File: src/rtl/motor_pkg.sv
`default_nettype none
// ============================================================================
// Module      : motor_pkg
// Description : Shared types and constants for the motor PWM controller and
//               its sibling display/fan blocks. Holds the speed-mode
//               encoding, default duty percentages, the remain-seconds
//               width and the speed-advance helper.
// Revision    : 1.0 - initial release
// ============================================================================
package motor_pkg;

    // Speed modes as shown on o_mode
    typedef enum logic [1:0] {
        MODE_OFF  = 2'd0,
        MODE_LOW  = 2'd1,
        MODE_MID  = 2'd2,
        MODE_HIGH = 2'd3
    } mode_t;

    // Default duty cycles in percent
    localparam int unsigned c_duty_low_def  = 25;
    localparam int unsigned c_duty_mid_def  = 50;
    localparam int unsigned c_duty_high_def = 75;

    // Width of the remaining-seconds counter
    localparam int unsigned c_remain_w = 8;

    // Speed button sequence: OFF->LOW->MID->HIGH->LOW (never back to OFF)
    function automatic mode_t next_speed(input mode_t m);
        case (m)
            MODE_OFF:  return MODE_LOW;
            MODE_LOW:  return MODE_MID;
            MODE_MID:  return MODE_HIGH;
            default:   return MODE_LOW;
        endcase
    endfunction

endpackage
`default_nettype wire

File: src/rtl/motor_pwm_fsm_pwm_gen.sv
`default_nettype none
// ============================================================================
// Module      : pwm_gen
// Description : Registered PWM comparator with a period-synchronous
//               threshold latch. The threshold is captured only while
//               i_load is high, so a new duty takes effect at a period
//               boundary and never produces a runt pulse.
// Ports       : i_clk     - clock
//               i_reset_n - synchronous active-low reset
//               i_cnt     - free-running period counter
//               i_thresh  - candidate threshold (high while cnt < thresh)
//               i_load    - latch strobe (period start, or forced update)
//               o_pwm     - registered PWM output
// Revision    : 1.0 - initial release
// ============================================================================
module pwm_gen #(
    parameter int CNT_W = 10
) (
    input  logic             i_clk,
    input  logic             i_reset_n,
    input  logic [CNT_W-1:0] i_cnt,
    input  logic [CNT_W:0]   i_thresh,
    input  logic             i_load,
    output logic             o_pwm
);

    logic [CNT_W:0] r_thresh;
    logic [CNT_W:0] w_thresh_eff;

    // On a load cycle the freshly presented threshold is used for the
    // compare immediately, so the first cycle of a period already follows
    // the new duty.
    assign w_thresh_eff = i_load ? i_thresh : r_thresh;

    always_ff @(posedge i_clk) begin
        if (!i_reset_n) begin
            r_thresh <= '0;
            o_pwm    <= 1'b0;
        end else begin
            if (i_load) begin
                r_thresh <= i_thresh;
            end
            o_pwm <= ({1'b0, i_cnt} < w_thresh_eff);
        end
    end

endmodule
`default_nettype wire

File: src/rtl/motor_pwm_fsm.sv
`default_nettype none
// ============================================================================
// Module      : motor_pwm_fsm
// Description : DC motor speed controller. A mode FSM (OFF/LOW/MID/HIGH)
//               driven by debounced button pulses selects the PWM duty; an
//               auto-off countdown returns the motor to OFF on expiry.
// Ports       : i_clk          - system clock
//               i_reset_n      - synchronous active-low reset
//               i_btn_speed    - 1-cycle pulse, advance speed
//               i_btn_off      - 1-cycle pulse, stop motor and clear timer
//               i_btn_timer    - 1-cycle pulse, add a timer step
//               o_pwm          - registered motor PWM
//               o_mode         - 0=OFF 1=LOW 2=MID 3=HIGH
//               o_timer_active - countdown running
//               o_remain_sec   - seconds remaining (0 when inactive)
// Revision    : 1.0 - initial release
// ============================================================================
module motor_pwm_fsm
    import motor_pkg::*;
#(
    parameter int PWM_PERIOD     = 1000,
    parameter int DUTY_LOW       = c_duty_low_def,
    parameter int DUTY_MID       = c_duty_mid_def,
    parameter int DUTY_HIGH      = c_duty_high_def,
    parameter int TICKS_PER_SEC  = 100_000_000,
    parameter int TIMER_STEP_SEC = 5,
    parameter int TIMER_MAX_SEC  = 15
) (
    input  logic                  i_clk,
    input  logic                  i_reset_n,
    input  logic                  i_btn_speed,
    input  logic                  i_btn_off,
    input  logic                  i_btn_timer,
    output logic                  o_pwm,
    output logic [1:0]            o_mode,
    output logic                  o_timer_active,
    output logic [c_remain_w-1:0] o_remain_sec
);

    localparam int c_cnt_w   = $clog2(PWM_PERIOD);
    localparam int c_presc_w = $clog2(TICKS_PER_SEC);

    localparam logic [c_cnt_w-1:0]   c_cnt_last   = c_cnt_w'(PWM_PERIOD - 1);
    localparam logic [c_presc_w-1:0] c_presc_last = c_presc_w'(TICKS_PER_SEC - 1);

    // Duty thresholds in counter cycles (integer truncation)
    localparam logic [c_cnt_w:0] c_thr_low  = (c_cnt_w + 1)'(PWM_PERIOD * DUTY_LOW  / 100);
    localparam logic [c_cnt_w:0] c_thr_mid  = (c_cnt_w + 1)'(PWM_PERIOD * DUTY_MID  / 100);
    localparam logic [c_cnt_w:0] c_thr_high = (c_cnt_w + 1)'(PWM_PERIOD * DUTY_HIGH / 100);

    localparam logic [c_remain_w:0] c_step9 = (c_remain_w + 1)'(TIMER_STEP_SEC);
    localparam logic [c_remain_w:0] c_max9  = (c_remain_w + 1)'(TIMER_MAX_SEC);

    mode_t                  r_mode;
    mode_t                  w_mode_nxt;
    logic [c_remain_w-1:0]  r_remain;
    logic [c_remain_w-1:0]  w_remain_nxt;
    logic [c_presc_w-1:0]   r_presc;
    logic [c_presc_w-1:0]   w_presc_nxt;
    logic [c_cnt_w-1:0]     r_pwm_cnt;
    logic [c_remain_w:0]    w_sum9;
    logic                   w_active;
    logic                   w_tick;
    logic [c_cnt_w:0]       w_thr;
    logic                   w_load;

    assign w_active = (r_remain != '0);
    assign w_tick   = w_active && (r_presc == c_presc_last);
    assign w_sum9   = {1'b0, r_remain} + c_step9;

    // ------------------------------------------------------------------
    // State registers
    // ------------------------------------------------------------------
    always_ff @(posedge i_clk) begin
        if (!i_reset_n) begin
            r_mode    <= MODE_OFF;
            r_remain  <= '0;
            r_presc   <= '0;
            r_pwm_cnt <= '0;
        end else begin
            r_mode    <= w_mode_nxt;
            r_remain  <= w_remain_nxt;
            r_presc   <= w_presc_nxt;
            r_pwm_cnt <= (r_pwm_cnt == c_cnt_last) ? '0 : r_pwm_cnt + c_cnt_w'(1);
        end
    end

    // ------------------------------------------------------------------
    // Next-state: off > expiry > speed; a timer press beats a plain tick
    // ------------------------------------------------------------------
    always_comb begin
        w_mode_nxt   = r_mode;
        w_remain_nxt = r_remain;

        if (i_btn_off) begin
            w_mode_nxt   = MODE_OFF;
            w_remain_nxt = '0;
        end else if (w_tick && (r_remain == c_remain_w'(1))) begin
            w_mode_nxt   = MODE_OFF;
            w_remain_nxt = '0;
        end else begin
            if (i_btn_speed) begin
                w_mode_nxt = next_speed(r_mode);
            end
            if (i_btn_timer && (r_mode != MODE_OFF)) begin
                w_remain_nxt = (w_sum9 > c_max9) ? '0 : w_sum9[c_remain_w-1:0];
            end else if (w_tick) begin
                w_remain_nxt = r_remain - c_remain_w'(1);
            end
        end

        // Prescaler idles at 0 while inactive, so a fresh start (0->nonzero)
        // always begins a full second.
        if (!w_active || (w_remain_nxt == '0) || w_tick) begin
            w_presc_nxt = '0;
        end else begin
            w_presc_nxt = r_presc + c_presc_w'(1);
        end
    end

    // ------------------------------------------------------------------
    // Duty selection; OFF forces a zero threshold without waiting for the
    // period boundary.
    // ------------------------------------------------------------------
    always_comb begin
        w_thr = '0;
        case (r_mode)
            MODE_LOW:  w_thr = c_thr_low;
            MODE_MID:  w_thr = c_thr_mid;
            MODE_HIGH: w_thr = c_thr_high;
            default:   w_thr = '0;
        endcase
    end

    assign w_load = (r_pwm_cnt == '0) || (r_mode == MODE_OFF);

    pwm_gen #(
        .CNT_W (c_cnt_w)
    ) u_pwm_gen (
        .i_clk     (i_clk),
        .i_reset_n (i_reset_n),
        .i_cnt     (r_pwm_cnt),
        .i_thresh  (w_thr),
        .i_load    (w_load),
        .o_pwm     (o_pwm)
    );

    assign o_mode         = r_mode;
    assign o_timer_active = w_active;
    assign o_remain_sec   = r_remain;

endmodule
`default_nettype wire
File: config.mk
export PLATFORM = sky130hd
export DESIGN_NAME = motor_pwm_fsm
export DESIGN_NICKNAME = d
export VERILOG_FILES = /design/src/rtl/motor_pkg.sv /design/src/rtl/motor_pwm_fsm_pwm_gen.sv /design/src/rtl/motor_pwm_fsm.sv
export SDC_FILE = /design/constraint.sdc
export NUM_CORES = 1
export LEC_CHECK = 0
export ABC_AREA = 1
export CELL_PAD_IN_SITES_DETAIL_PLACEMENT = 1
export CELL_PAD_IN_SITES_GLOBAL_PLACEMENT = 1
export CORE_MARGIN = 10
export CORE_UTILIZATION = 48
export DETAILED_ROUTE_END_ITERATION = 10
export GPL_TIMING_DRIVEN = 0
export PLACE_DENSITY = 0.83
export SYNTH_ARGS = -nofsm -noshare
export SYNTH_HDL_FRONTEND = slang
export SYNTH_SLANG_ARGS = --single-unit
File: constraint.sdc
create_clock -name i_clk -period 7.2 [get_ports i_clk]
set_clock_uncertainty 0.15 [all_clocks]
set_input_delay 1.44 -clock i_clk [delete_from_list [all_inputs] [get_ports i_clk]]
set_output_delay 1.44 -clock i_clk [all_outputs]
set_load 0.05 [all_outputs]
# == After elaboration in Yosys (flattened, before gate mapping) ==
# Index checks and enable logic that the tools add are counted.
# totals
regBits,59
inputBits,5
out_inout_bits,12
elab_cells,42
# op_classes
add_sub_neg,4
magnitude_cmp,2
n_eq_ne,6
muxes,8
n_bitwise,1
n_reduce_logical,15
# op_table
op,n
8-bit two-way mux,5
10-bit case mux with 3 select lines,1
"27-bit by 1-bit adder with 27-bit output, second input constant",1
"27-bit == test, second input constant",1
10-bit by 11-bit < comparator with 1-bit output,1
11-bit two-way mux,1
"10-bit by 1-bit adder with 10-bit output, second input constant",1
"10-bit == test, second input constant",1
10-bit logical NOT,1
"8-bit by 3-bit adder with 9-bit output, second input constant",1
"9-bit by 4-bit > comparator with 1-bit output, second input constant",1
"8-bit by 1-bit == test with 1-bit output, second input constant",1
8-bit logical NOT,1
8-bit nonzero test,1
"8-bit by 1-bit subtractor with 8-bit output, second input constant",1
"2-bit == test, second input constant",2
2-bit case mux with 2 select lines,1
2-bit OR reduction,2
1-bit logical AND,3
1-bit logical OR,3
3-bit OR reduction,1
"2-bit by 1-bit == test with 1-bit output, second input constant",1
2-bit logical NOT,1
2-bit nonzero test,1
other kinds (2),2

# == Logic depth before layout (Yosys ltp) ==
# Gate-level depths: netlist of the first run.
# logic_depth
depth_word,10
mapped_depth,18
ltp_nobuf,18

# == Hierarchy ==
# Synthesis of the first run repeated with hierarchy kept, for this count alone.
# hier_totals
hier_cells,530
area_unflattened_um2,3756.1
# by_module_without_submodules
module,n_inst,cells_each,area_per_inst_um2,seq_area_each_um2
motor_pwm_fsm,1,450,3075.4,940.9
pwm_gen,1,80,680.7,240.2

# == Worst setup path before layout of the first run ==
# No wires, ideal clock.
# synth_timing
path_type,register -> output
start,"register r_remain[0], in the netlist o_remain_sec[0]"
end,output port o_timer_active
t_arrival_ps,1403
required_time_ps,5610
slack_ps,4207
stages_incl_launch_ff,4
n_path_buf,0
cell_sequence,dfxtp_1 -> inv_1 -> ha_1 -> nand3_4
# synth_via
elab_chain_len,1
# synth_rtl
item,line,rtl
start: declaration,motor_pwm_fsm.sv:56,logic [c_remain_w-1:0] r_remain;
start signal: assignment,motor_pwm_fsm.sv:82,r_remain <= w_remain_nxt;
8-bit nonzero test,motor_pwm_fsm.sv:67,assign w_active = (r_remain != '0);
end: declaration,motor_pwm_fsm.sv:36,"output logic o_timer_active,"
# No other way between the ends.

# == Final worst setup path of the first run ==
# Same ends and word-level chain as after synthesis.

==> results of run 1 <==
## cell type report
cell class,count,area (sq um)
Multi-Input combinational cell,357,1987
Tap cell,99,123.9
Timing Repair Buffer,16,160.2
Clock inverter,6,48.80
Sequential cell,59,1181
Clock buffer,10,127.6
Fill cell,964,3226
Buffer,6,60.06
Inverter,69,261.5
## power breakdown
group / internal, uW / leakage, uW / switching [uW]
Clock: 128 / 0.0000795 / 146
Combinational: 23.5 / 0.00112 / 44.9
Sequential: 332 / 0.000477 / 4.57
## registers in the layout (all words and copies together), names as in the netlist
register,count
o_mode,2
o_remain_sec,8
r_presc,27
r_pwm_cnt,10
u_pwm_gen.o_pwm,1
u_pwm_gen.r_thresh,11
## per-stage QoR
stage | cells | area (sq um) | worst slack (ns) | utilization | power [uW]
2_1_floorplan | 491 | 3490 | 4.207 | - | 390.6
3_3_place_gp | 606 | 3774 | 3.703 | 0.5259 | 408.7
3_5_place_dp | 606 | 3774 | 3.666 | 0.5259 | 411.9
4_1_cts | 622 | 3950 | 3.292 | 0.5505 | 686.7
5_1_grt | 622 | 3950 | 3.176 | 0.5505 | 709.4
6_report | 622 | 3950 | 3.331 | 0.5505 | 678.4
## worst max path at each step
stage               depth (start not counted)             end  slack, ns             from
floorplan                                   3  o_timer_active       4.21  o_remain_sec[0]
global placement                            4  o_timer_active       3.70  o_remain_sec[0]
detailed placement                          4  o_timer_active       3.67  o_remain_sec[0]
CTS                                         4  o_timer_active       3.29  o_remain_sec[0]
global route                                4  o_timer_active       3.18  o_remain_sec[0]
finish                                      4  o_timer_active       3.33  o_remain_sec[0]
## Yosys cell counts (3+ instances only)
master and instances:
a21oi_1 10, ha_1 22, nand3b_1 3, nand2_2 4, inv_2 3, a211oi_1 3, nor2_4 3, nor3_1 14
nor2_1 85, nand2_1 95, dfxtp_1 59, nand3_1 31, xor2_1 19, xnor2_1 11, inv_1 65, nor2_2 23
nor3b_1 3, o21ai_0 10, nand4_1 7
## cells by family after synthesis
group	synth area share
flops	0.3385
buf+inv	0.09215
compound gates	0.04913
simple gates	0.3632
mux	0.002869
fa+ha+maj	0.07888
xor+xnor	0.07530
## layer usage
layer | global-route usage | up-vias
li1 | - | 1590
met1 | 0.1791 | 1454
met2 | 0.2751 | 28
met3 | 0.04324 | 15
met4 | 0.04510 | 0
met5 | 0 | -
## critical path, delay by kind of cell, from the launching register on
kind                     cells  cell delay (ns)
buffers and inverters        2             1.04
flip-flops                   1             0.48
adder cells (fa/ha/maj)      1             0.28
AND/OR/NAND/NOR              1             0.15
==> metrics, run 1 <==
status=finished clean; Num CTS Buffers=9; most frequent cells in the layout=95 x nand2_1, 85 x nor2_1, 65 x inv_1; Initial Utilization=0.4863; DR top layer=met4; worst hold endpoint=r_presc[0]; Worst Hold Depth=1; fin crit period=3.869 ns; predominant post-synthesis flop cell=dfxtp_1; Hold Crit Start=r_presc[0]; Vias=3,087; final number of setup-violating endpoints=0; Iter 0 DRT Violations=70; HP Class=reg2reg; WL met2=between 4000 and 5000 microns; Clock transition at path regs=about 0.070 ns; initial antenna violation count=0; H-tree levels=3; actual slew at the worst max-slew pin=about 0.9 ns; # diodes=0; Cell Area, Synth=approximately 0.0035 sq mm; Core ar.=just over 0.007 sq mm; Die Ht=~110 microns; total of max-cap violations=0; CP Launch Type=register; top cell type's share of synthesized area=0.3385; metal3 WL=roughly 240 microns; clock sink count=about 60; Post-DP HPWL=6444 microns; die area=approximately 0.011 sq mm; Crit Path Category=reg2out; sequential area share after synthesis=0.3385; Syn. warnings=0; DRT antenna net count=0; Worst Path Max Fanout=8; total grt overflow=0; P&R area growth vs syn=13.19%; worst relative slew slack=0.3950; largest net degree at the start of global routing=13; first drt pass iteration count=4; R2R Path Start=r_pwm_cnt[0]; vias in the first global route=3,105; fraction of layout cells with a size suffix above 1=0.1147; Max stage delay on crit path=just over 0.8 ns; final setup TNS=0 ns; wire length on met1=between 3000 and 4000 microns; drt drc=0; Clk Latency, worst-skew pair=between 0.3 and 0.4 ns; first-pass GRT wire length=between 10,000 and 15,000 microns; register bit count reported by yosys=59; postcts setup bufs=0; Total GRT Usage=0.1559; IR Drop Worst-Case VDD=~120 uV; Slew Viols, Final=0; die width=roughly 110 microns; wire per inst=13.35 microns; Reg-to-Reg End=u_pwm_gen.o_pwm; leading cell type in the layout, fill and taps excluded=nand2_1; CTS Buffer Depth=2; area leader, netlist=dfxtp_1; Register-to-Register Path Depth=17; crit end category=primary output; I/O pins=17; Synth area leaders=dfxtp_1 34%, nand2_1 10%, nor2_1 9.1%; Post-synth ARST share=0; Critical-path top delay cell=clkdlybuf4s50_1; RSZ-0062 raised after global routing=no; PD cells=171.7 mW/mm^2; CTS tree=built; leakage=0.001676 uW; nets@finish=~550; worst-path cell chain=inv_1 -> ha_1 -> nand3_4 -> clkdlybuf4s50_1; syn_nets=518; hold slack=between 0.3 and 0.4 ns; reg-to-reg slack, setup=just over 4 ns; Crit path arrival time=roughly 2.3 ns; cell count after synthesis=a little under 500; Final period util=0.5373; cts hold-fix bufs=0; CP required=5.61 ns; WL final=8306 microns; max frequency=~260 MHz; syn avg cell area=7.107 sq um; post-synthesis cell type count=35; number of synthesized flops with an enable pin=0; Rows=31; clk root buf=clkbuf_8; Vias/cell=4.963; GP Congestion=0.8460; Final Hold Viols=0; post-CTS resize count=0; count of input and output buffers=16
(Power assumes the default switching activity.)
==> run 2: changes to the inputs <==
--- a/config.mk
+++ b/config.mk
@@ -9,10 +9,10 @@
 export CELL_PAD_IN_SITES_DETAIL_PLACEMENT = 1
 export CELL_PAD_IN_SITES_GLOBAL_PLACEMENT = 1
 export CORE_MARGIN = 10
-export CORE_UTILIZATION = 48
+export CORE_UTILIZATION = 40
 export DETAILED_ROUTE_END_ITERATION = 10
 export GPL_TIMING_DRIVEN = 0
-export PLACE_DENSITY = 0.83
+export PLACE_DENSITY = 0.73
 export SYNTH_ARGS = -nofsm -noshare
 export SYNTH_HDL_FRONTEND = slang
 export SYNTH_SLANG_ARGS = --single-unit
==> constraint.sdc (replaced) <==
create_clock -name i_clk -period 3.35 [get_ports i_clk]
set_clock_uncertainty 0.15 [all_clocks]
set_input_delay 0.67 -clock i_clk [delete_from_list [all_inputs] [get_ports i_clk]]
set_output_delay 0.67 -clock i_clk [all_outputs]
set_load 0.05 [all_outputs]
==> run 2 against run 1 <==
Sequential power up 110%. Highest routed layer unchanged. Cell count up 1.4%. Clock-buffer cell count up 1. Largest power group unchanged. Global-route usage down 2.3 points. Largest cell class unchanged.
==> metrics, run 2 (synthesis gave the netlist of run 1 again) <==
status=finished clean; reg-to-reg slack, setup=0.52 ns (-3.58 ns); cell area after layout=0.003966 sq mm (+0.41%); CP Launch Type=register; nets@finish=545 (unchanged); total grt overflow=0 (unchanged); WL final=8075 microns (-2.8%); FILL cells=1,116 (+16%); Final period util=0.9113; Total GRT Usage=0.1326 (-0.02324); crit end category=primary output; final worst setup slack=0.2972 ns (-3.034 ns); Core ar.=0.008593 sq mm (+20%); wire per inst=12.80 microns (-4.2%); Cells after DPL=615 (+1.5%); Die Ht=113.4 microns (+7.7%); IR Drop Worst-Case VDD=153.8 uV (+26%); Vias/cell=4.840 (-2.5%); clock sink count=59 (unchanged); P&R area growth vs syn=13.66%; final cell count without fillers=631 (+1.4%); CTS tree=built; clk root buf=clkbuf_8; PD cells=367.4 mW/mm^2 (+110%); postcts setup bufs=0 (unchanged); CP required=2.53 ns (-3.08 ns); post-CTS resize count=0 (unchanged); Clk Latency, worst-skew pair=0.34 ns (about the same); largest net degree at the start of global routing=11 (-2); # diodes=0 (unchanged); fin crit period=3.053 ns; cts hold-fix bufs=0 (unchanged); first-pass GRT wire length=14,280 microns (-0.24%); first drt pass iteration count=4 (unchanged); DRT antenna net count=0 (unchanged); GP Congestion=0.7766 (-8.2%); initial antenna violation count=0 (unchanged); RSZ-0062 raised after global routing=no; Crit Path Category=reg2out; final setup TNS=0 ns (unchanged); max frequency=between 300 and 400 MHz; Post-DP HPWL=6434 microns (-0.15%); Crit path arrival time=2.23 ns (-0.05 ns); drt drc=0 (unchanged); actual slew at the worst max-slew pin=0.9008 ns (+0.003141 ns); worst relative slew slack=0.3929 (-0.002117); DP Area=0.003785 sq mm (+0.30%); HP Class=reg2reg; Num CTS Buffers=9 (unchanged); Slew Viols, Final=0 (unchanged); total of max-cap violations=0 (unchanged); die width=113.4 microns (+7.7%); Iter 0 DRT Violations=92 (+31%); Rows=34 (+9.7%); Initial Utilization=0.4061 (-0.08023); max reg flops=27 (unchanged); Top Registers=r_presc (27), u_pwm_gen.r_thresh (11), r_pwm_cnt (10); leading cell type in the layout, fill and taps excluded=nand2_1; Worst Path Max Fanout=8 (unchanged); I/O pins=17 (unchanged); most frequent cells in the layout=95 x nand2_1, 84 x nor2_1, 65 x inv_1; Vias=3,054 (-1.1%); count of input and output buffers=16 (unchanged); CTS Buffer Depth=2 (unchanged); pre-CTS setup slack=0.2637 ns (-3.403 ns); Final Hold Viols=0 (unchanged); final number of setup-violating endpoints=0 (unchanged); Clock transition at path regs=0.07 ns (about the same); die area=0.01286 sq mm (+16%); hold slack=0.3001 ns (-0.001022 ns); H-tree levels=3 (unchanged); fraction of layout cells with a size suffix above 1=0.1185 (+0.003824); leakage=0.001691 uW (+0.91%); vias in the first global route=3,185 (+2.6%); largest reg by FF count=r_presc
run 2: report_power, final:
group	internal (uW)	switching [uW]	total [uW]
clock network	303	287	590
registers	713	8.85	722
logic	50.8	94.1	145
run 2: critical path, stage by stage (launching register included):
cell	delay [ns]
dfxtp_1	0.46
inv_1	0.20
ha_1	0.27
nand3_4	0.14
clkdlybuf4s50_1	0.83
run 2: through the flow:
stage / utilization / power, uW
2_1_floorplan: - / 839.6
3_3_place_gp: 0.4404 / 880.0
3_5_place_dp: 0.4404 / 884.1
4_1_cts: 0.4613 / 1483
5_1_grt: 0.4616 / 1533
6_report: 0.4616 / 1457
run 2: final timing paths:
check                   from         endpoint  cells after the start
max reg2reg     r_pwm_cnt[0]  u_pwm_gen.o_pwm                     17
min reg2reg       r_presc[0]       r_presc[0]                      1
min               r_presc[0]       r_presc[0]                      1
max          o_remain_sec[0]   o_timer_active                      4
run 2: routing by layer:
layer  global-route usage  vias to the layer above  wire length, microns
li1                     -                     1587                     -
met1               0.1629                     1435                  3890
met2               0.2193                       24                  3856
met3              0.03202                        8                   249
met4              0.04992                        0                    79
met5                    0                        -                     0
run 2: layout make-up:
type / instances / area, sq um / area share
Timing Repair Buffer: 16 / 160.2 / 0.04038
Sequential cell: 59 / 1181 / 0.2978
Tap cell: 108 / 135.1 / 0.03407
Multi-Input combinational cell: 357 / 1989 / 0.5016
Clock inverter: 5 / 27.53 / 0.006940
Buffer: 6 / 60.06 / 0.01514
Inverter: 69 / 261.5 / 0.06593
Clock buffer: 11 / 151.4 / 0.03817
